[src/rtl/rom_fifo_sequencer_pkg.sv]
// Shared types and widths for the ROM-to-FIFO sequencer slice.
package plis_pkg;
   localparam int PLIS_AW = 11;
   localparam int PLIS_DW = 6;

   typedef enum logic [2:0] {
      IDLE  = 3'd0,
      FETCH = 3'd1,
      WAIT  = 3'd2,
      PUSH  = 3'd3,
      DONE  = 3'd4
   } state_t;
endpackage

[src/rtl/rom_fifo_sequencer_if.sv]
// Control, ROM and FIFO-write signals of the sequencer bundled into one interface.
interface rom_fifo_sequencer_if
   import plis_pkg::*;
#(
   parameter int AW = PLIS_AW,
   parameter int DW = PLIS_DW
);
   // start is a 1-cycle request, honoured only while busy is low; fifo_wrreq
   // transfers fifo_data on every high cycle and is only raised after a cycle
   // with fifo_wrfull low, so fifo_wrfull acts as the FIFO's inverted ready.
   logic          start;
   logic          abort;
   logic [AW-1:0] base_addr;
   logic [AW-1:0] length;
   logic [AW-1:0] rom_addr;
   logic [DW-1:0] rom_q;
   logic [DW-1:0] fifo_data;
   logic          fifo_wrreq;
   logic          fifo_wrfull;
   logic          busy;
   logic          done;

   modport master (
      input  start, abort, base_addr, length, rom_q, fifo_wrfull,
      output rom_addr, fifo_data, fifo_wrreq, busy, done
   );

   modport slave (
      output start, abort, base_addr, length, rom_q, fifo_wrfull,
      input  rom_addr, fifo_data, fifo_wrreq, busy, done
   );
endinterface

[src/rtl/rom_fifo_sequencer_seq_lat_timer.sv]
// Loadable down-counter that spaces ROM_LAT cycles between address and data.
module seq_lat_timer #(
   parameter int ROM_LAT = 1
) (
   input  logic clk,
   input  logic rst,
   input  logic i_load,
   input  logic i_dec,
   output logic o_zero
);
   localparam int CW = (ROM_LAT > 1) ? $clog2(ROM_LAT) : 1;

   logic [CW-1:0] r_cnt;

   // Loaded with ROM_LAT-1 so the zero flag marks the last wait cycle.
   always_ff @(posedge clk) begin
      if (rst) begin
         r_cnt <= '0;
      end else if (i_load) begin
         r_cnt <= CW'(ROM_LAT - 1);
      end else if (i_dec && (r_cnt != '0)) begin
         r_cnt <= r_cnt - CW'(1);
      end
   end

   assign o_zero = (r_cnt == '0);
endmodule

[src/rtl/rom_fifo_sequencer.sv]
// Reads a burst of ROM words and pushes them into a FIFO, honouring FIFO full.
// Optional PLIS_SEQ_LOOP_EN: restart the burst from the live inputs after each pass.
module rom_fifo_sequencer
   import plis_pkg::*;
#(
   parameter int AW      = PLIS_AW,
   parameter int DW      = PLIS_DW,
   parameter int ROM_LAT = 1
) (
   input  logic                 clk,
   input  logic                 rst,
   rom_fifo_sequencer_if.master bus,
   output state_t               o_dbg_state
);
   state_t        r_state, w_state_nxt;
   logic [AW-1:0] r_addr, w_addr_nxt;
   logic [AW-1:0] r_rem, w_rem_nxt;
   logic [AW-1:0] r_rom_addr, w_rom_addr_nxt;
   logic [DW-1:0] r_fifo_data, w_fifo_data_nxt;
   logic          r_wrreq, w_wrreq_nxt;
   logic          r_done, w_done_nxt;
   logic          r_busy;
   logic          w_tmr_load, w_tmr_dec, w_tmr_zero;

   seq_lat_timer #(.ROM_LAT(ROM_LAT)) u_lat_timer (
      .clk    (clk),
      .rst    (rst),
      .i_load (w_tmr_load),
      .i_dec  (w_tmr_dec),
      .o_zero (w_tmr_zero)
   );

   always_comb begin
      w_state_nxt     = r_state;
      w_addr_nxt      = r_addr;
      w_rem_nxt       = r_rem;
      w_rom_addr_nxt  = r_rom_addr;
      w_fifo_data_nxt = r_fifo_data;
      w_wrreq_nxt     = 1'b0;
      w_done_nxt      = 1'b0;
      w_tmr_load      = 1'b0;
      w_tmr_dec       = 1'b0;
      case (r_state)
         IDLE: begin
            if (bus.start) begin
               w_addr_nxt  = bus.base_addr;
               w_rem_nxt   = bus.length;
               w_state_nxt = (bus.length == '0) ? DONE : FETCH;
            end
         end
         FETCH: begin
            w_rom_addr_nxt = r_addr;
            w_tmr_load     = 1'b1;
            w_state_nxt    = WAIT;
         end
         WAIT: begin
            if (w_tmr_zero) w_state_nxt = PUSH;
            else            w_tmr_dec   = 1'b1;
         end
         PUSH: begin
            // rom_addr is held through a stall, so rom_q stays valid here.
            if (!bus.fifo_wrfull) begin
               w_wrreq_nxt     = 1'b1;
               w_fifo_data_nxt = bus.rom_q;
               w_rem_nxt       = r_rem - AW'(1);
               w_addr_nxt      = r_addr + AW'(1);
               if (r_rem == AW'(1)) begin
`ifdef PLIS_SEQ_LOOP_EN
                  w_addr_nxt = bus.base_addr;
                  w_rem_nxt  = bus.length;
                  if (bus.length == '0) begin
                     w_state_nxt = DONE;
                  end else begin
                     w_done_nxt  = 1'b1;
                     w_state_nxt = FETCH;
                  end
`else
                  w_state_nxt = DONE;
`endif
               end else begin
                  w_state_nxt = FETCH;
               end
            end
         end
         DONE: begin
            w_done_nxt  = 1'b1;
            w_state_nxt = IDLE;
         end
         default: w_state_nxt = IDLE;
      endcase
      // abort also suppresses a write or done decided in this same cycle.
      if (bus.abort) begin
         w_state_nxt = IDLE;
         w_wrreq_nxt = 1'b0;
         w_done_nxt  = 1'b0;
      end
   end

   always_ff @(posedge clk) begin
      if (rst) begin
         r_state     <= IDLE;
         r_addr      <= '0;
         r_rem       <= '0;
         r_rom_addr  <= '0;
         r_fifo_data <= '0;
         r_wrreq     <= 1'b0;
         r_done      <= 1'b0;
         r_busy      <= 1'b0;
      end else begin
         r_state     <= w_state_nxt;
         r_addr      <= w_addr_nxt;
         r_rem       <= w_rem_nxt;
         r_rom_addr  <= w_rom_addr_nxt;
         r_fifo_data <= w_fifo_data_nxt;
         r_wrreq     <= w_wrreq_nxt;
         r_done      <= w_done_nxt;
         r_busy      <= (w_state_nxt != IDLE);
      end
   end

   assign bus.rom_addr   = r_rom_addr;
   assign bus.fifo_data  = r_fifo_data;
   assign bus.fifo_wrreq = r_wrreq;
   assign bus.busy       = r_busy;
   assign bus.done       = r_done;
   assign o_dbg_state    = r_state;
endmodule

[src/flat_wrapper.sv]
// flat-port wrapper written by rule: the top's interface ports become plain ports
module rom_fifo_sequencer_flat import plis_pkg::*;
#(
   parameter int AW      = PLIS_AW,
   parameter int DW      = PLIS_DW,
   parameter int ROM_LAT = 1
)
  (clk, rst, o_dbg_state, bus_start, bus_abort, bus_base_addr, bus_length, bus_rom_q, bus_fifo_wrfull, bus_rom_addr, bus_fifo_data, bus_fifo_wrreq, bus_busy, bus_done);
  rom_fifo_sequencer_if #(.AW(AW), .DW(DW)) bus_i ();
  input  logic clk;
  input  logic rst;
  output state_t o_dbg_state;
  input wire logic [$bits(bus_i.start)-1:0] bus_start;
  input wire logic [$bits(bus_i.abort)-1:0] bus_abort;
  input wire logic [$bits(bus_i.base_addr)-1:0] bus_base_addr;
  input wire logic [$bits(bus_i.length)-1:0] bus_length;
  input wire logic [$bits(bus_i.rom_q)-1:0] bus_rom_q;
  input wire logic [$bits(bus_i.fifo_wrfull)-1:0] bus_fifo_wrfull;
  output wire logic [$bits(bus_i.rom_addr)-1:0] bus_rom_addr;
  output wire logic [$bits(bus_i.fifo_data)-1:0] bus_fifo_data;
  output wire logic [$bits(bus_i.fifo_wrreq)-1:0] bus_fifo_wrreq;
  output wire logic [$bits(bus_i.busy)-1:0] bus_busy;
  output wire logic [$bits(bus_i.done)-1:0] bus_done;
  assign bus_i.start = bus_start;
  assign bus_i.abort = bus_abort;
  assign bus_i.base_addr = bus_base_addr;
  assign bus_i.length = bus_length;
  assign bus_i.rom_q = bus_rom_q;
  assign bus_i.fifo_wrfull = bus_fifo_wrfull;
  assign bus_rom_addr = bus_i.rom_addr;
  assign bus_fifo_data = bus_i.fifo_data;
  assign bus_fifo_wrreq = bus_i.fifo_wrreq;
  assign bus_busy = bus_i.busy;
  assign bus_done = bus_i.done;
  rom_fifo_sequencer #(.AW(AW), .DW(DW), .ROM_LAT(ROM_LAT)) u_core (.clk(clk), .rst(rst), .bus(bus_i), .o_dbg_state(o_dbg_state));
endmodule
[config.mk]
export PLATFORM = sky130hd
export DESIGN_NAME = rom_fifo_sequencer_flat
export DESIGN_NICKNAME = d
export VERILOG_FILES = /design/src/rtl/rom_fifo_sequencer_pkg.sv /design/src/rtl/rom_fifo_sequencer_if.sv /design/src/rtl/rom_fifo_sequencer_seq_lat_timer.sv /design/src/rtl/rom_fifo_sequencer.sv /design/src/flat_wrapper.sv
export SDC_FILE = /design/constraint.sdc
export NUM_CORES = 1
export LEC_CHECK = 0
export CAP_MARGIN = 20
export CORE_UTILIZATION = 45
export DETAILED_ROUTE_END_ITERATION = 10
export PLACE_DENSITY = 0.85
export SLEW_MARGIN = 5
export SYNTH_ARGS = -nofsm -noshare
export SYNTH_HDL_FRONTEND = slang
export SYNTH_SLANG_ARGS = --single-unit
[constraint.sdc]
create_clock -name clk -period 1.7 [get_ports clk]
set_input_delay 0.255 -clock clk [delete_from_list [all_inputs] [get_ports clk]]
set_output_delay 0.255 -clock clk [all_outputs]
set_load 0.01 [all_outputs]
**Word level (Yosys, flattened, before mapping)**

Cells that the tools add are included.

- Add/sub/neg operators: 3
- Muxes and demuxes: 18
- Equal/unequal tests: 7
- Reductions and logical operators: 10
- Bitwise gates (word level): 2

Operator list:

| cell | count |
|---|---|
| 11-bit 2-to-1 mux | 4 |
| 11-bit case mux with 2 select lines | 2 |
| 3-bit 2-to-1 mux | 6 |
| 3-bit case mux with 4 select lines | 1 |
| 11-bit by 1-bit adder with 11-bit output, second input constant | 1 |
| 11-bit by 1-bit equality test with 1-bit output, second input constant | 1 |
| 11-bit logical NOT | 1 |
| 11-bit by 1-bit subtractor with 11-bit output, second input constant | 1 |
| 3-bit by 2-bit equality test with 1-bit output, second input constant | 2 |
| 1-bit 2-to-1 mux | 5 |
| 2-bit != test, second input constant | 2 |
| 2-bit OR reduction | 2 |
| 3-bit by 1-bit equality test with 1-bit output, second input constant | 1 |
| 3-bit equality test, second input constant | 1 |
| 3-bit logical NOT | 1 |
| 3-bit AND reduction | 1 |
| 3-bit nonzero test | 1 |
| 3-bit OR reduction | 1 |
| 1-bit inverter | 2 |
| 2-bit AND reduction | 1 |
| 2-bit nonzero test | 1 |
| 1-bit logical AND | 1 |
| 1-bit subtractor, second input constant | 1 |

- Output and inout bits: 23
- Word-level logic and storage cells: 49
- Input bits: 33
- Bits in registers: 46

**Logic depth before layout (Yosys ltp)**

- Depth after elaboration: 6
- Mapped depth: 7
- Mapped depth without buffers: 6

**Modules after synthesis**

Synthesis repeated with hierarchy kept, for this count alone.

- Cells, all modules: 276
- Area total of the unflattened synthesis: 2313.5 µm²

Modules (own cells, without submodules):

| module | times used | area each (µm²) | cells an instance |
|---|---|---|---|
| rom_fifo_sequencer | 1 | 2274.7 | 273 |
| seq_lat_timer | 1 | 38.8 | 3 |

**Worst setup path after synthesis**

OpenSTA, ideal clock, no wires.

- Path type: reg-to-reg
- Start point: register u_core.r_state[1] (netlist: u_core.o_dbg_state[1])
- End point: register u_core.r_addr[8]
- Arrival time: 1.517 ns
- Cell stages (with the launch flop): 7
- Slack: 0.065 ns
- Cell sequence: dfxtp_1 > buf_2 > nor4b_4 > or2_1 > buf_4 > nand2_1 > a32o_1

- Longest elaborated chain between the ends: 3
- Elaborated cells on any way between the ends: 7
- Classes of those cells: eq/ne: 3; mux: 1; reduce/logical: 3

RTL lines:

| item | line | RTL |
|---|---|---|
| from (decl) | rom_fifo_sequencer.sv:15 | `state_t r_state, w_state_nxt;` |
| from (signal assigned) | rom_fifo_sequencer.sv:110 | `r_state <= w_state_nxt;` |
| 3-bit by 2-bit equality test with 1-bit output or 3-bit logical NOT (tied branches) | rom_fifo_sequencer.sv:43 | `case (r_state)` |
| 2-bit != test (no line) or 2-bit nonzero test (tied branches) | n/a |  |
| 3-bit AND reduction (no line) | n/a |  |
| to (signal assigned) | rom_fifo_sequencer.sv:111 | `r_addr <= w_addr_nxt;` |
| to (decl) | rom_fifo_sequencer.sv:16 | `logic [AW-1:0] r_addr, w_addr_nxt;` |

Parallel ways exist; a longest one is shown, timed or not.
A chain may end at the register's enable or synchronous reset.

**Worst setup path in the final report**

- Start point: register u_core.r_rem[0]
- End point: register u_core.r_rem[5]

- Longest elaborated chain between the ends: 3

RTL lines:

| item | line | RTL |
|---|---|---|
| from (decl) | rom_fifo_sequencer.sv:17 | `logic [AW-1:0] r_rem, w_rem_nxt;` |
| from (signal assigned) | rom_fifo_sequencer.sv:112 | `r_rem <= w_rem_nxt;` |
| 11-bit by 1-bit subtractor with 11-bit output | rom_fifo_sequencer.sv:65 | `w_rem_nxt = r_rem - AW'(1);` |
| 11-bit 2-to-1 mux | rom_fifo_sequencer.sv:62 | `if (!bus.fifo_wrfull) begin` |
| 11-bit case mux with 2 select lines | rom_fifo_sequencer.sv:43 |  |

No other way between the ends. The select of a mux whose other input is x is not followed.

==> metrics.cfg <==
[pwr]
comb_power_share_pct = 18.3
p_sw_w = 0.0006406
p_seq_share_pct = 49.4
power.share.clock_pct = 32.4
total_power_w = 0.002371
power_density_mw_per_mm2 = 712.5
p_int_w = 0.001731
netSwitchingFraction_pct = 27.01
p_leak_nw = 1.215
vdd_drop_max_mv = 0.4984

[sta]
skew_ns = 0.006319
period_needed_ns = 1.677
hold_violations = 0
tns_ns = 0
tightest_slew_ns = 0.4071
setup_viol = 0
clock.fmax_mhz = 596.5
maxSlewViolCount = 0
whs_ns = 0.4763
fin_crit_sh_pct = 98.62
slew_headroom_pct = 72.61
grt_setup_unrepaired = true

[clocking]
root_buffer = clkbuf_8
insertion_delay_ns = 0.31
clock_sinks = 46
htreeDepth = 2
clk_path_buf_depth = 2
cts_tree = built
clk_pin_slew_worst_paths_ns = 0.09
cts_buffers = 5

[setup_path]
slowest_stage = or4_4
cp_common_cell = or4_4
cpLargestDelayFamily = simple AND/OR/NAND/NOR gates
r2r_slack_ns = 0.02
critical_path_buf_inv_count = 0
worstSetupPathType = reg2reg
reg2reg_depth = 4
start_kind = flip-flop
crit_fanout = 4
path_cells = or4_4, or4_4, a21oi_2, o21a_1
arrival_ns = 1.94
cp.required_ns = 1.96
regToRegEndpoint = u_core.r_rem[5]$_SDFFE_PP0P_
crit_path_end_kind = flip-flop
slowest_delay_ns = 0.56
r2r_start = u_core.r_rem[0]$_SDFFE_PP0P_

[die]
num_rows = 25
die_w_um = 73.78
pin_count = 56
die_area_mm2 = 0.005443
core_mm2 = 0.004848
dieHeight_um = 73.78
start_util_pct = 47.82

[hold_path]
worstHoldStart = u_core.r_rem[1]$_SDFFE_PP0P_
min_to = u_core.r_rem[1]$_SDFFE_PP0P_
worst_hold_path_type = reg2reg
hold_depth = 2

[cells_and_area]
fin_util_pct = 68.65
antenna_cells = 0
finalNonFillerCells = 429
nets = 397
syn2layout_area_growth_pct = 43.55
drive_gt1_share_pct = 18.23
num-fill-cells = 391

[synthesis]
synth_cells = 284
synth.distinct_cells = 49
ys_seq_elements = 46
yosysTopAreaCell = dfxtp_1
async_reset_ff_share_pct = 0
ys_warn_count = 0
synth_edf_count = 0
yosysTopAreaCellShare_pct = 39.72
synth_ff_type = dfxtp_1
synthTopCellsByArea = dfxtp_1, o21ai_0, a21oi_1
synth.cell_area_mm2 = 0.002318
seq_area_frac_synth_pct = 39.72
syn_avg_cell_area_um2 = 8.164
syn_nets = 320

[grt]
overflow = 0
grt_max_degree = 27
grtUsageTotal_pct = 24.65
antenna_found_initial = 0
grt_pass1_vias = 2239
grt_pass1_wl_mm = 10.37

[run_status]
status = finished clean

[job]
maxCapViolations = 0

[routing]
wl_mm = 6.463
wl_per_cell_um = 15.07
via_per_inst = 5.793
remaining_drc_errors = 0
vias = 2485
ant_nets = 0
first_iter_violations = 172
dr.pass1.iters = 5

[place]
globalplace.congestion = 0.8582
io_buffers = 55
hpwl_mm = 4.466
place_inst = 421

-- routing by layer --
| layer | vias up | wire [um] | track usage [%] |
|---|---|---|---|
| met2 | 111 | 3006 | 38.84 |
| met3 | 11 | 493 | 4.801 |
| met5 | - | 0 | 0 |
| li1 | 1191 | - | - |
| met4 | 0 | 103 | 8.974 |
| met1 | 1172 | 2860 | 33.36 |
-- synth_stat cells (all sizes together) (7+ instances only) --
| library cell | number |
|---|---|
| dfxtp | 46 |
| o21ai | 28 |
| nand2 | 26 |
| nor2 | 26 |
| a21oi | 25 |
| nor3 | 14 |
| nand3 | 13 |
| mux2i | 12 |
| buf | 10 |
| clkbuf | 10 |
| and2 | 7 |
| nor4 | 7 |
-- layout make-up --
class,instances,area (um2),share of cell area [%]
Sequential cell,46,934.6,28.08
Clock inverter,1,8.758,0.2632
Multi-Input combinational cell,214,1364,40.98
Inverter,4,15.01,0.4511
Tap cell,67,83.83,2.519
Timing Repair Buffer,90,825.8,24.81
Clock buffer,7,96.34,2.895
-- cell usage in the layout (no fill, tap or decap), drive strengths merged, types with 2 or more instances in the layout --
cell	n
clkdlybuf4s50	55
dfxtp	46
buf	35
o21ai	28
nand2	26
nor2	26
a21oi	25
nor3	14
nand3	13
mux2i	12
and2	7
clkbuf	7
nor4	7
nand4	5
a21o	5
a32o	4
or4	4
nor3b	4
inv	3
and3	3
ha	3
nor4b	2
o31a	2
o221ai	2
a31oi	2
clkinv	2
o41ai	2
-- power groups by stage --
stage | registers [W] | logic (W) | clock network [W]
global placement | 0.00119 | 0.000390 | 0
global route | 0.00118 | 0.000469 | 0.000807
detailed placement | 0.00119 | 0.000395 | 0
floorplan | 0.00119 | 0.000191 | 0
CTS | 0.00117 | 0.000416 | 0.000776
finish | 0.00117 | 0.000433 | 0.000768
-- stage by stage --
step | area (um2) | worst slack (ns)
after floorplan | 2318 | 0.06522
after global placement | 3144 | -0.1275
after detailed placement | 3144 | -0.1877
after CTS | 3276 | -0.0007507
after global routing | 3328 | -0.04501
final | 3328 | 0.02345
-- sequential cells by signal, indices dropped and copies added (netlist names) --
register	flops
u_core.bus.done	1
u_core.bus.busy	1
u_core.bus.fifo_data	6
u_core.bus.fifo_wrreq	1
u_core.bus.rom_addr	11
u_core.r_addr	11
u_core.r_rem	11
u_core.o_dbg_state	3
u_core.u_lat_timer.r_cnt	1
-- how the worst max path moves through the flow --
| stage | from | end | slack (ns) | cells after the start |
|---|---|---|---|---|
| 6_report | u_core.r_rem[0]$_SDFFE_PP0P_ | u_core.r_rem[5]$_SDFFE_PP0P_ | 0.02 | 4 |
| 5_1_grt | u_core.r_rem[0]$_SDFFE_PP0P_ | u_core.r_rem[7]$_SDFFE_PP0P_ | -0.05 | 6 |
| 3_5_place_dp | bus_fifo_wrfull | u_core.r_addr[5]$_SDFFE_PP0P_ | -0.19 | 7 |
| 4_1_cts | u_core.r_rem[1]$_SDFFE_PP0P_ | u_core.r_rem[5]$_SDFFE_PP0P_ | -0.0008 | 4 |
| 2_1_floorplan | u_core.o_dbg_state[1]$_SDFF_PP0_ | u_core.r_addr[8]$_SDFFE_PP0P_ | 0.07 | 6 |
| 3_3_place_gp | bus_fifo_wrfull | u_core.r_addr[7]$_SDFFE_PP0P_ | -0.13 | 7 |
-- worst register-to-register path, stage by stage, from the launching register on --
cell and delay (ns):
dfxtp_4 0.36, or4_4 0.56, or4_4 0.43, a21oi_2 0.15
o21a_1 0.14
-- logic make-up (layout without fill, tap and decap cells) --
kind of cell    count (synthesis)  in the layout  share of synthesized area (%)
buf+inv                        24            102                          4.479
fa+ha+maj                       3              3                          1.619
compound gates                 80             80                          21.32
mux                            12             12                          5.181
simple gates                  118            118                          27.31
flops                          46             46                          39.72
xor+xnor                        1              1                         0.3778
-- repair_timing --
action                                  CTS  global route
endpoints found under the setup margin    6            23
hold buffers                              0             0
buffers inserted                          1             1
resized for setup                         8            15
pin swaps                                 4             4
No activity file was read; power rests on OpenSTA's default activity.
